## config.mk

```make
export PLATFORM = sky130hd
export DESIGN_NAME = router_rx_nsyn_flat
export DESIGN_NICKNAME = d
export VERILOG_FILES = /design/src/rtl/router_rx_nsyn_pkg.sv /design/src/rtl/router_rx_nsyn_if.sv /design/src/rtl/router_rx_nsyn_fifo2.sv /design/src/rtl/router_rx_nsyn.sv /design/src/flat_wrapper.sv
export SDC_FILE = /design/constraint.sdc
export NUM_CORES = 1
export LEC_CHECK = 0
export BUFFER_PORTS_ARGS = -buffer_cell sky130_fd_sc_hd__buf_2
export CORE_ASPECT_RATIO = 1.1
export CORE_UTILIZATION = 59
export DETAILED_ROUTE_END_ITERATION = 8
export PLACE_DENSITY = 0.79
export SYNTH_ARGS = -nofsm -noshare
export SYNTH_HDL_FRONTEND = slang
export SYNTH_SLANG_ARGS = --single-unit
```

## constraint.sdc

```tcl
create_clock -name clk_i -period 15.5 [get_ports clk_i]
set_clock_uncertainty 0.15 [all_clocks]
set_input_delay 3.1 -clock clk_i [delete_from_list [all_inputs] [get_ports clk_i]]
set_output_delay 3.1 -clock clk_i [all_outputs]
set_load 0.01 [all_outputs]
```

## src/rtl/router_rx_nsyn_pkg.sv

```systemverilog
// -----------------------------------------------------------------------------
// router_pkg
// Shared definitions for the router byte-serial receiver:
//   - word width and beats-per-word helper
//   - assembly state encoding
//   - status register bit positions and bus address decodes
// -----------------------------------------------------------------------------
package router_pkg;

  localparam int WORD_W = 128;

  // Status register layout: {.., ferr, ovr, count[1:0]}
  localparam int STAT_CNT_LO = 0;
  localparam int STAT_OVR    = 2;
  localparam int STAT_FERR   = 3;

  // Single address bit selects data or status
  localparam logic ADR_DATA = 1'b0;
  localparam logic ADR_STAT = 1'b1;

  typedef enum logic {
    ST_IDLE = 1'b0,
    ST_ASM  = 1'b1
  } asm_state_e;

  // Number of beats needed to carry one WORD_W-bit word, p bits per beat.
  function automatic int beats_for(input int p);
    return (WORD_W + p - 1) / p;
  endfunction

endpackage

```

## src/rtl/router_rx_nsyn_if.sv

```systemverilog
// -----------------------------------------------------------------------------
// router_rx_nsyn_if
// WISHBONE-style slave bus bundle for the router receiver.
//   cs_i, cyc_i, stb_i : select / cycle / strobe from the SoC
//   we_i               : write enable (writes are acked and ignored)
//   adr_i              : 0 = data register, 1 = status register
//   ack_o              : transfer acknowledge
//   dat_o              : 128-bit read data
// -----------------------------------------------------------------------------
interface router_rx_nsyn_if;

  logic         cs_i;
  logic         cyc_i;
  logic         stb_i;
  logic         we_i;
  logic         adr_i;
  logic         ack_o;
  logic [127:0] dat_o;

  modport master (
    output cs_i, cyc_i, stb_i, we_i, adr_i,
    input  ack_o, dat_o
  );

  modport slave (
    input  cs_i, cyc_i, stb_i, we_i, adr_i,
    output ack_o, dat_o
  );

endinterface

```

## src/rtl/router_rx_nsyn_fifo2.sv

```systemverilog
// -----------------------------------------------------------------------------
// router_fifo2
// Two-entry FIFO holding reassembled words.
//   clk_i, rst_i : clock, asynchronous active-high reset
//   push_i       : write din_i at the tail
//   pop_i        : drop the head (ignored when empty)
//   din_i        : word to push
//   head_o       : oldest word (stale when count_o == 0)
//   count_o      : number of stored words, 0..2
//   ovf_o        : a push was dropped because both entries stayed occupied
// A simultaneous push and pop keeps the count and preserves order; a pop in
// the same cycle frees a slot, so a push at count 2 with a pop is accepted.
// -----------------------------------------------------------------------------
module router_fifo2 #(
  parameter int W = 128
) (
  input  logic         clk_i,
  input  logic         rst_i,
  input  logic         push_i,
  input  logic         pop_i,
  input  logic [W-1:0] din_i,
  output logic [W-1:0] head_o,
  output logic [1:0]   count_o,
  output logic         ovf_o
);

  logic [W-1:0] mem0_q, mem0_d;
  logic [W-1:0] mem1_q, mem1_d;
  logic [1:0]   cnt_q, cnt_d;
  logic         pop_s;
  logic         ovf_s;

  assign pop_s = pop_i & (cnt_q != 2'd0);

  // Next-state for the two slots and the occupancy count.
  always_comb begin
    mem0_d = mem0_q;
    mem1_d = mem1_q;
    cnt_d  = cnt_q;
    ovf_s  = 1'b0;
    case ({push_i, pop_s})
      2'b10: begin
        case (cnt_q)
          2'd0: begin
            mem0_d = din_i;
            cnt_d  = 2'd1;
          end
          2'd1: begin
            mem1_d = din_i;
            cnt_d  = 2'd2;
          end
          default: begin
            ovf_s = 1'b1;
          end
        endcase
      end
      2'b01: begin
        // Slot 1 moves to the head; with one word left this only
        // refreshes the now-stale head.
        mem0_d = mem1_q;
        cnt_d  = cnt_q - 2'd1;
      end
      2'b11: begin
        if (cnt_q == 2'd2) begin
          mem0_d = mem1_q;
          mem1_d = din_i;
        end else begin
          mem0_d = din_i;
        end
      end
      default: begin
        cnt_d = cnt_q;
      end
    endcase
  end

  // Slot and count registers.
  always_ff @(posedge clk_i or posedge rst_i) begin
    if (rst_i) begin
      mem0_q <= '0;
      mem1_q <= '0;
      cnt_q  <= 2'd0;
    end else begin
      mem0_q <= mem0_d;
      mem1_q <= mem1_d;
      cnt_q  <= cnt_d;
    end
  end

  assign head_o  = mem0_q;
  assign count_o = cnt_q;
  assign ovf_o   = ovf_s;

endmodule

```

## src/rtl/router_rx_nsyn.sv

```systemverilog
// -----------------------------------------------------------------------------
// router_rx_nsyn
// Receiver for the router's N-bit-parallel serial link. Reassembles 128-bit
// words from pBitsParallel-wide beats (least-significant chunk first), buffers
// them in a 2-entry FIFO and exposes them on a WISHBONE slave port.
//   clk_i, rst_i : serial/bus clock, asynchronous active-high reset
//   wb           : bus slave (cs/cyc/stb/we/adr in, ack/dat out)
//   rxd          : data beat
//   sync         : marks the beat carrying chunk 0 of a word
//   cts          : clear-to-send back to the transmitter
//   empty        : FIFO holds no words
//   irq_o        : words available (~empty)
// -----------------------------------------------------------------------------
module router_rx_nsyn
  import router_pkg::*;
#(
  parameter int pBitsParallel = 4
) (
  input  logic                     clk_i,
  input  logic                     rst_i,
  router_rx_nsyn_if.slave          wb,
  input  logic [pBitsParallel-1:0] rxd,
  input  logic                     sync,
  output logic                     cts,
  output logic                     empty,
  output logic                     irq_o
);

  localparam int pBeats = beats_for(pBitsParallel);
  localparam int SR_W   = pBeats * pBitsParallel;
  localparam int BEAT_W = $clog2(pBeats);
  localparam logic [BEAT_W-1:0] LAST_BEAT = BEAT_W'(pBeats - 1);

  asm_state_e        state_q, state_d;
  logic [BEAT_W-1:0] beat_q, beat_d;
  logic [SR_W-1:0]   sr_q, sr_d;
  logic [SR_W-1:0]   shift_s;
  logic              push_s;
  logic              ferr_set_s;

  logic              ovr_q, ovr_d;
  logic              ferr_q, ferr_d;

  logic              ack_s;
  logic              rd_s;
  logic              pop_s;
  logic              stat_rd_s;
  logic              ovf_s;
  logic [1:0]        count_s;
  logic [WORD_W-1:0] head_s;
  logic [WORD_W-1:0] stat_s;
  logic [WORD_W-1:0] dat_s;

  // New beats enter at the top so chunk 0 ends up in the low bits.
  assign shift_s = {rxd, sr_q[SR_W-1:pBitsParallel]};

  // Assembly FSM: next state, beat counter and shift register.
  always_comb begin
    state_d    = state_q;
    beat_d     = beat_q;
    sr_d       = sr_q;
    push_s     = 1'b0;
    ferr_set_s = 1'b0;
    case (state_q)
      ST_IDLE: begin
        if (sync) begin
          sr_d    = shift_s;
          beat_d  = BEAT_W'(1);
          state_d = ST_ASM;
        end else begin
          state_d = ST_IDLE;
        end
      end
      ST_ASM: begin
        if (sync) begin
          // Early sync: restart on this beat. The stale partial word is
          // simply shifted out by the beats that follow.
          ferr_set_s = 1'b1;
          sr_d       = shift_s;
          beat_d     = BEAT_W'(1);
        end else if (beat_q == LAST_BEAT) begin
          push_s  = 1'b1;
          sr_d    = shift_s;
          beat_d  = '0;
          state_d = ST_IDLE;
        end else begin
          sr_d   = shift_s;
          beat_d = beat_q + BEAT_W'(1);
        end
      end
      default: begin
        state_d = ST_IDLE;
        beat_d  = '0;
      end
    endcase
  end

  // Assembly registers; the shift register idles at all ones.
  always_ff @(posedge clk_i or posedge rst_i) begin
    if (rst_i) begin
      state_q <= ST_IDLE;
      beat_q  <= '0;
      sr_q    <= '1;
    end else begin
      state_q <= state_d;
      beat_q  <= beat_d;
      sr_q    <= sr_d;
    end
  end

  router_fifo2 #(
    .W (WORD_W)
  ) u_fifo (
    .clk_i   (clk_i),
    .rst_i   (rst_i),
    .push_i  (push_s),
    .pop_i   (pop_s),
    .din_i   (shift_s[WORD_W-1:0]),
    .head_o  (head_s),
    .count_o (count_s),
    .ovf_o   (ovf_s)
  );

  assign ack_s     = wb.cyc_i & wb.stb_i & wb.cs_i;
  assign rd_s      = ack_s & ~wb.we_i;
  assign pop_s     = rd_s & (wb.adr_i == ADR_DATA) & (count_s != 2'd0);
  assign stat_rd_s = rd_s & (wb.adr_i == ADR_STAT);

  // Sticky error flags: a new error in the same cycle beats the clearing read.
  always_comb begin
    if (ovf_s) begin
      ovr_d = 1'b1;
    end else if (stat_rd_s) begin
      ovr_d = 1'b0;
    end else begin
      ovr_d = ovr_q;
    end
    if (ferr_set_s) begin
      ferr_d = 1'b1;
    end else if (stat_rd_s) begin
      ferr_d = 1'b0;
    end else begin
      ferr_d = ferr_q;
    end
  end

  // Error flag registers.
  always_ff @(posedge clk_i or posedge rst_i) begin
    if (rst_i) begin
      ovr_q  <= 1'b0;
      ferr_q <= 1'b0;
    end else begin
      ovr_q  <= ovr_d;
      ferr_q <= ferr_d;
    end
  end

  // Read data mux: FIFO head or status word.
  always_comb begin
    stat_s                     = '0;
    stat_s[STAT_CNT_LO +: 2]   = count_s;
    stat_s[STAT_OVR]           = ovr_q;
    stat_s[STAT_FERR]          = ferr_q;
    if (wb.adr_i == ADR_STAT) begin
      dat_s = stat_s;
    end else begin
      dat_s = head_s;
    end
  end

  assign wb.ack_o = ack_s;
  assign wb.dat_o = dat_s;

  // With one word stored, a word completing now fills the FIFO unless a pop
  // frees the head in the same cycle. Depends only on registers, sync and
  // bus inputs, never on rxd.
  assign cts = (count_s == 2'd0)
             | ((count_s == 2'd1) & ~push_s)
             | ((count_s == 2'd1) & pop_s);

  assign empty = (count_s == 2'd0);
  assign irq_o = ~empty;

endmodule
```

## src/flat_wrapper.sv

```systemverilog
// flat-port wrapper written by rule: the top's interface ports become plain ports
module router_rx_nsyn_flat import router_pkg::*;
#(
  parameter int pBitsParallel = 4
)
  (clk_i, rst_i, rxd, sync, cts, empty, irq_o, wb_cs_i, wb_cyc_i, wb_stb_i, wb_we_i, wb_adr_i, wb_ack_o, wb_dat_o);
  router_rx_nsyn_if wb_i ();
  input  logic clk_i;
  input  logic rst_i;
  input  logic [pBitsParallel-1:0] rxd;
  input  logic sync;
  output logic cts;
  output logic empty;
  output logic irq_o;
  input wire logic [$bits(wb_i.cs_i)-1:0] wb_cs_i;
  input wire logic [$bits(wb_i.cyc_i)-1:0] wb_cyc_i;
  input wire logic [$bits(wb_i.stb_i)-1:0] wb_stb_i;
  input wire logic [$bits(wb_i.we_i)-1:0] wb_we_i;
  input wire logic [$bits(wb_i.adr_i)-1:0] wb_adr_i;
  output wire logic [$bits(wb_i.ack_o)-1:0] wb_ack_o;
  output wire logic [$bits(wb_i.dat_o)-1:0] wb_dat_o;
  assign wb_i.cs_i = wb_cs_i;
  assign wb_i.cyc_i = wb_cyc_i;
  assign wb_i.stb_i = wb_stb_i;
  assign wb_i.we_i = wb_we_i;
  assign wb_i.adr_i = wb_adr_i;
  assign wb_ack_o = wb_i.ack_o;
  assign wb_dat_o = wb_i.dat_o;
  router_rx_nsyn #(.pBitsParallel(pBitsParallel)) u_core (.clk_i(clk_i), .rst_i(rst_i), .wb(wb_i), .rxd(rxd), .sync(sync), .cts(cts), .empty(empty), .irq_o(irq_o));
endmodule
```

==> qor.json <==
{
  "status": "finished clean",
  "worst-path-buf-inv": 3,
  "synthXorXnorAreaFrac_pct": 0,
  "cap_violations": 0,
  "design.die.area_sq_um": 31600,
  "synth_top_family_by_area": "compound AO/OA/AOI/OAI gates",
  "initial_utilization_pct": 60.0,
  "stdcell_count": 1988,
  "yosys_top_cell_area_share_pct": 36.5,
  "min_cycle_time_layout_ns": 8.09,
  "mapped_cell_area_sq_um": 18300,
  "clkTransAtPathRegs_ns": 0.05,
  "hp_class": "flip-flop to flip-flop",
  "critical_path_s_top_delay_family": "buffers and inverters",
  "post_cts_resized": 0,
  "route.detailed.drc": 0,
  "grt.met3_usage_pct": 3.61,
  "top_cells_by_count_synth": "sky130_fd_sc_hd__dfrtp_1 (266), sky130_fd_sc_hd__mux2_2 (257), sky130_fd_sc_hd__o211ai_1 (246)",
  "power_density_nw_per_um2": 109,
  "postSynth.asyncResetShare_pct": 100,
  "worstPathCellList": "buf_4, buf_4, o21ai_0, a21o_1, buf_2",
  "area_overhead_of_the_layout_relative_to_synthesis_pct": 10.9,
  "finalWirelength_mm": 41.4,
  "htree_levels": 2,
  "timing_max_transition_violations_final": 0,
  "grt-ovfl-total": 0,
  "top_usage_layer": "met2",
  "tritoncts.num_buffers": 39,
  "insertion_delay_ns": 0.52,
  "fmax_mhz": 124,
  "leakagePower_nw": 8.62,
  "period_share_pct": 52.2,
  "synth-seq-area-share_pct": 54.3,
  "maximum_single_stage_delay_on_the_critical_path_ns": 0.70,
  "yosys.area_share.adder_pct": 0.548,
  "use_met2_pct": 43.0,
  "peakVddDrop_mv": 0.0732,
  "core-area_sq_um": 30400,
  "cts.path.max_buffers": 3,
  "gr-usage-all-layers_pct": 26.3,
  "grt_pass1_wl_mm": 67.3,
  "timing.critical_path.slowest_stage_cell": "sky130_fd_sc_hd__buf_4",
  "report.final.hold_viol_count": 0,
  "sum_neg_setup_slack_ns": 0,
  "crit_path_frequent_cell": "sky130_fd_sc_hd__buf_4",
  "input_output_buffers": 143,
  "post_cts.repair.setup_buffers": 0,
  "worstSetupStartpointType": "input pin",
  "clk_root_buf": "sky130_fd_sc_hd__clkbuf_16",
  "drtPass1Iterations": 5,
  "design.final.nets": 1565,
  "global_route_met1_usage_pct": 36.8,
  "post_synth_and_or_nand_nor_area_fraction_pct": 7.92,
  "initial_drc_count": 1097,
  "syn-mean-instance-area_sq_um": 12.3,
  "hold_slack_ns": 0.356,
  "worstPathMaxFanout": 83,
  "synth_enable_flop_cells": 0,
  "placementRows": 67,
  "unrepaired_setup_endpoints_after_global_routing": "false",
  "initial_antenna_violation_count": 0,
  "dp_cells": 1918,
  "die_w_um": 170,
  "vias": 12500,
  "viasPerCell": 6.31,
  "grt_start_max_net_pins": 157,
  "synthMuxAreaShare_pct": 16.0,
  "final_layout_size_suffix_gt1_share_pct": 39.6,
  "synth_top_cells_by_area": "sky130_fd_sc_hd__dfrtp_1 (36%), sky130_fd_sc_hd__dfstp_2 (18%), sky130_fd_sc_hd__mux2_2 (16%), sky130_fd_sc_hd__o211ai_1 (10%), sky130_fd_sc_hd__a22oi_1 (5.3%)",
  "top_level_ports": 144,
  "synth.yosys.warnings": 0,
  "routed_wire_length_per_instance_um": 20.8,
  "max-slew-margin-rel_pct": 25.8,
  "arrival_ns": 4.84,
  "clkSinkCount": 390,
  "synth_nets": 1503,
  "timing.critical_path.to_type": "output port",
  "antenna_violating_nets_post_route": 0,
  "count_of_distinct_cell_types_in_the_synthesized_netlist": 41,
  "synth_top_area_cell": "sky130_fd_sc_hd__dfrtp_1",
  "synthesis.instances": 1483,
  "first_global_vias": 12700,
  "post-dp-hpwl_mm": 21.6,
  "global_placement_routability_congestion": 0.749,
  "cts_tree": "done",
  "die_h_um": 186,
  "critPathRequiredTime_ns": 12.25,
  "total_of_flip_flops_plus_latches_after_synthesis": 390,
  "finalCoreUtilization_pct": 66.5,
  "yosys.cell_count.top_type": "sky130_fd_sc_hd__dfrtp_1",
  "worst_slew_pin_slew_ns": 1.11,
  "holdBufCountCts": 0,
  "synth_compound_gate_area_share_pct": 16.7,
  "setup_violations": 0,
  "synth_top_flop_cell": "sky130_fd_sc_hd__dfrtp_1",
  "worst-setup-path-type": "input pin to output port",
  "antennaDiodeCount": 0
}
-- area by class of cell --
class | instances | area, sq um
Clock inverter | 10 | 175
Clock buffer | 60 | 1190
Sequential cell | 390 | 9910
Multi-Input combinational cell | 945 | 7530
Timing Repair Buffer | 162 | 873
Fill cell | 2232 | 10200
Inverter | 7 | 36.3
Tap cell | 414 | 518
-- per-layer routing --
metal	vias up	part of all wire [%]
li1	5598	-
met4	0	1.6
met1	6488	43
met5	-	0
met2	401	49
met3	55	5.4
-- final timing paths --
path	from	endpoint	slack, ns	depth (start not counted)
min	u_core.u_fifo.mem1_q[16]$_DFFE_PP0P_	u_core.u_fifo.mem1_q[16]$_DFFE_PP0P_	0.36	1
min reg2reg	u_core.u_fifo.mem1_q[16]$_DFFE_PP0P_	u_core.u_fifo.mem1_q[16]$_DFFE_PP0P_	0.36	1
max in group asynchronous	rst_i	u_core.u_fifo.mem1_q[21]$_DFFE_PP0P_	10.92	3
min in group asynchronous	rst_i	u_core.u_fifo.mem1_q[76]$_DFFE_PP0P_	2.66	2
max	wb_adr_i	cts	7.41	5
max reg2reg	u_core.u_fifo.count_o[0]$_DFFE_PP0P_	u_core.u_fifo.mem1_q[34]$_DFFE_PP0P_	10.94	11
-- kinds of logic (layout without fill, tap and decap cells) --
family | after synthesis | count (layout)
simple gates | 278 | 278
fa+ha+maj | 8 | 8
compound gates | 400 | 400
mux | 259 | 259
flops | 390 | 390
buf+inv | 148 | 239
-- report_power, final --
part	leakage (nW)	internal, mW	switching, mW	total [mW]
sequential	5.00	1.05	0.0282	1.08
combinational	2.95	0.0349	0.0994	0.134
clock	0.672	0.610	0.382	0.992
total	8.62	1.70	0.510	2.21
-- worst register-to-register path, delay by kind of cell, from the launching register on --
| family | cells | cell delay [ns] |
|---|---|---|
| adder cells (fa/ha/maj) | 2 | 0.65 |
| buffers and inverters | 4 | 1.78 |
| flip-flops | 1 | 0.46 |
| multiplexers | 2 | 0.58 |
| AND/OR/NAND/NOR | 3 | 0.82 |
-- per-stage QoR --
step / cell area, sq um / worst slack, ns / power, mW
finish: 20200 / 7.41 / 2.21
detailed placement: 18900 / 7.35 / 1.23
CTS: 20200 / 7.35 / 2.23
global placement: 18900 / 7.48 / 1.23
global route: 20200 / 7.22 / 2.28
floorplan: 18300 / 1.61 / 1.18
-- sequential cells by signal (all words and copies together) (netlist names) --
name,cells
u_core.u_fifo.head_o,128
u_core.u_fifo.mem1_q,128
u_core.sr_q,124
u_core.beat_q,5
u_core.u_fifo.count_o,2
u_core.ferr_q,1
u_core.ovr_q,1
u_core.state_q,1
-- cell usage in the layout (no fill, tap or decap), types with 9 or more instances in the layout --
cell type / n
sky130_fd_sc_hd__clkbuf_8: 9
sky130_fd_sc_hd__clkbuf_16: 41
sky130_fd_sc_hd__o211ai_2: 10
sky130_fd_sc_hd__nor2b_1: 126
sky130_fd_sc_hd__o211ai_1: 246
sky130_fd_sc_hd__dfrtp_1: 266
sky130_fd_sc_hd__mux2_2: 257
sky130_fd_sc_hd__buf_2: 142
sky130_fd_sc_hd__a22oi_1: 128
sky130_fd_sc_hd__dfstp_2: 124
sky130_fd_sc_hd__buf_4: 19
sky130_fd_sc_hd__nand2_1: 129
sky130_fd_sc_hd__clkbuf_1: 10
Power figures use the tool's default switching activity.
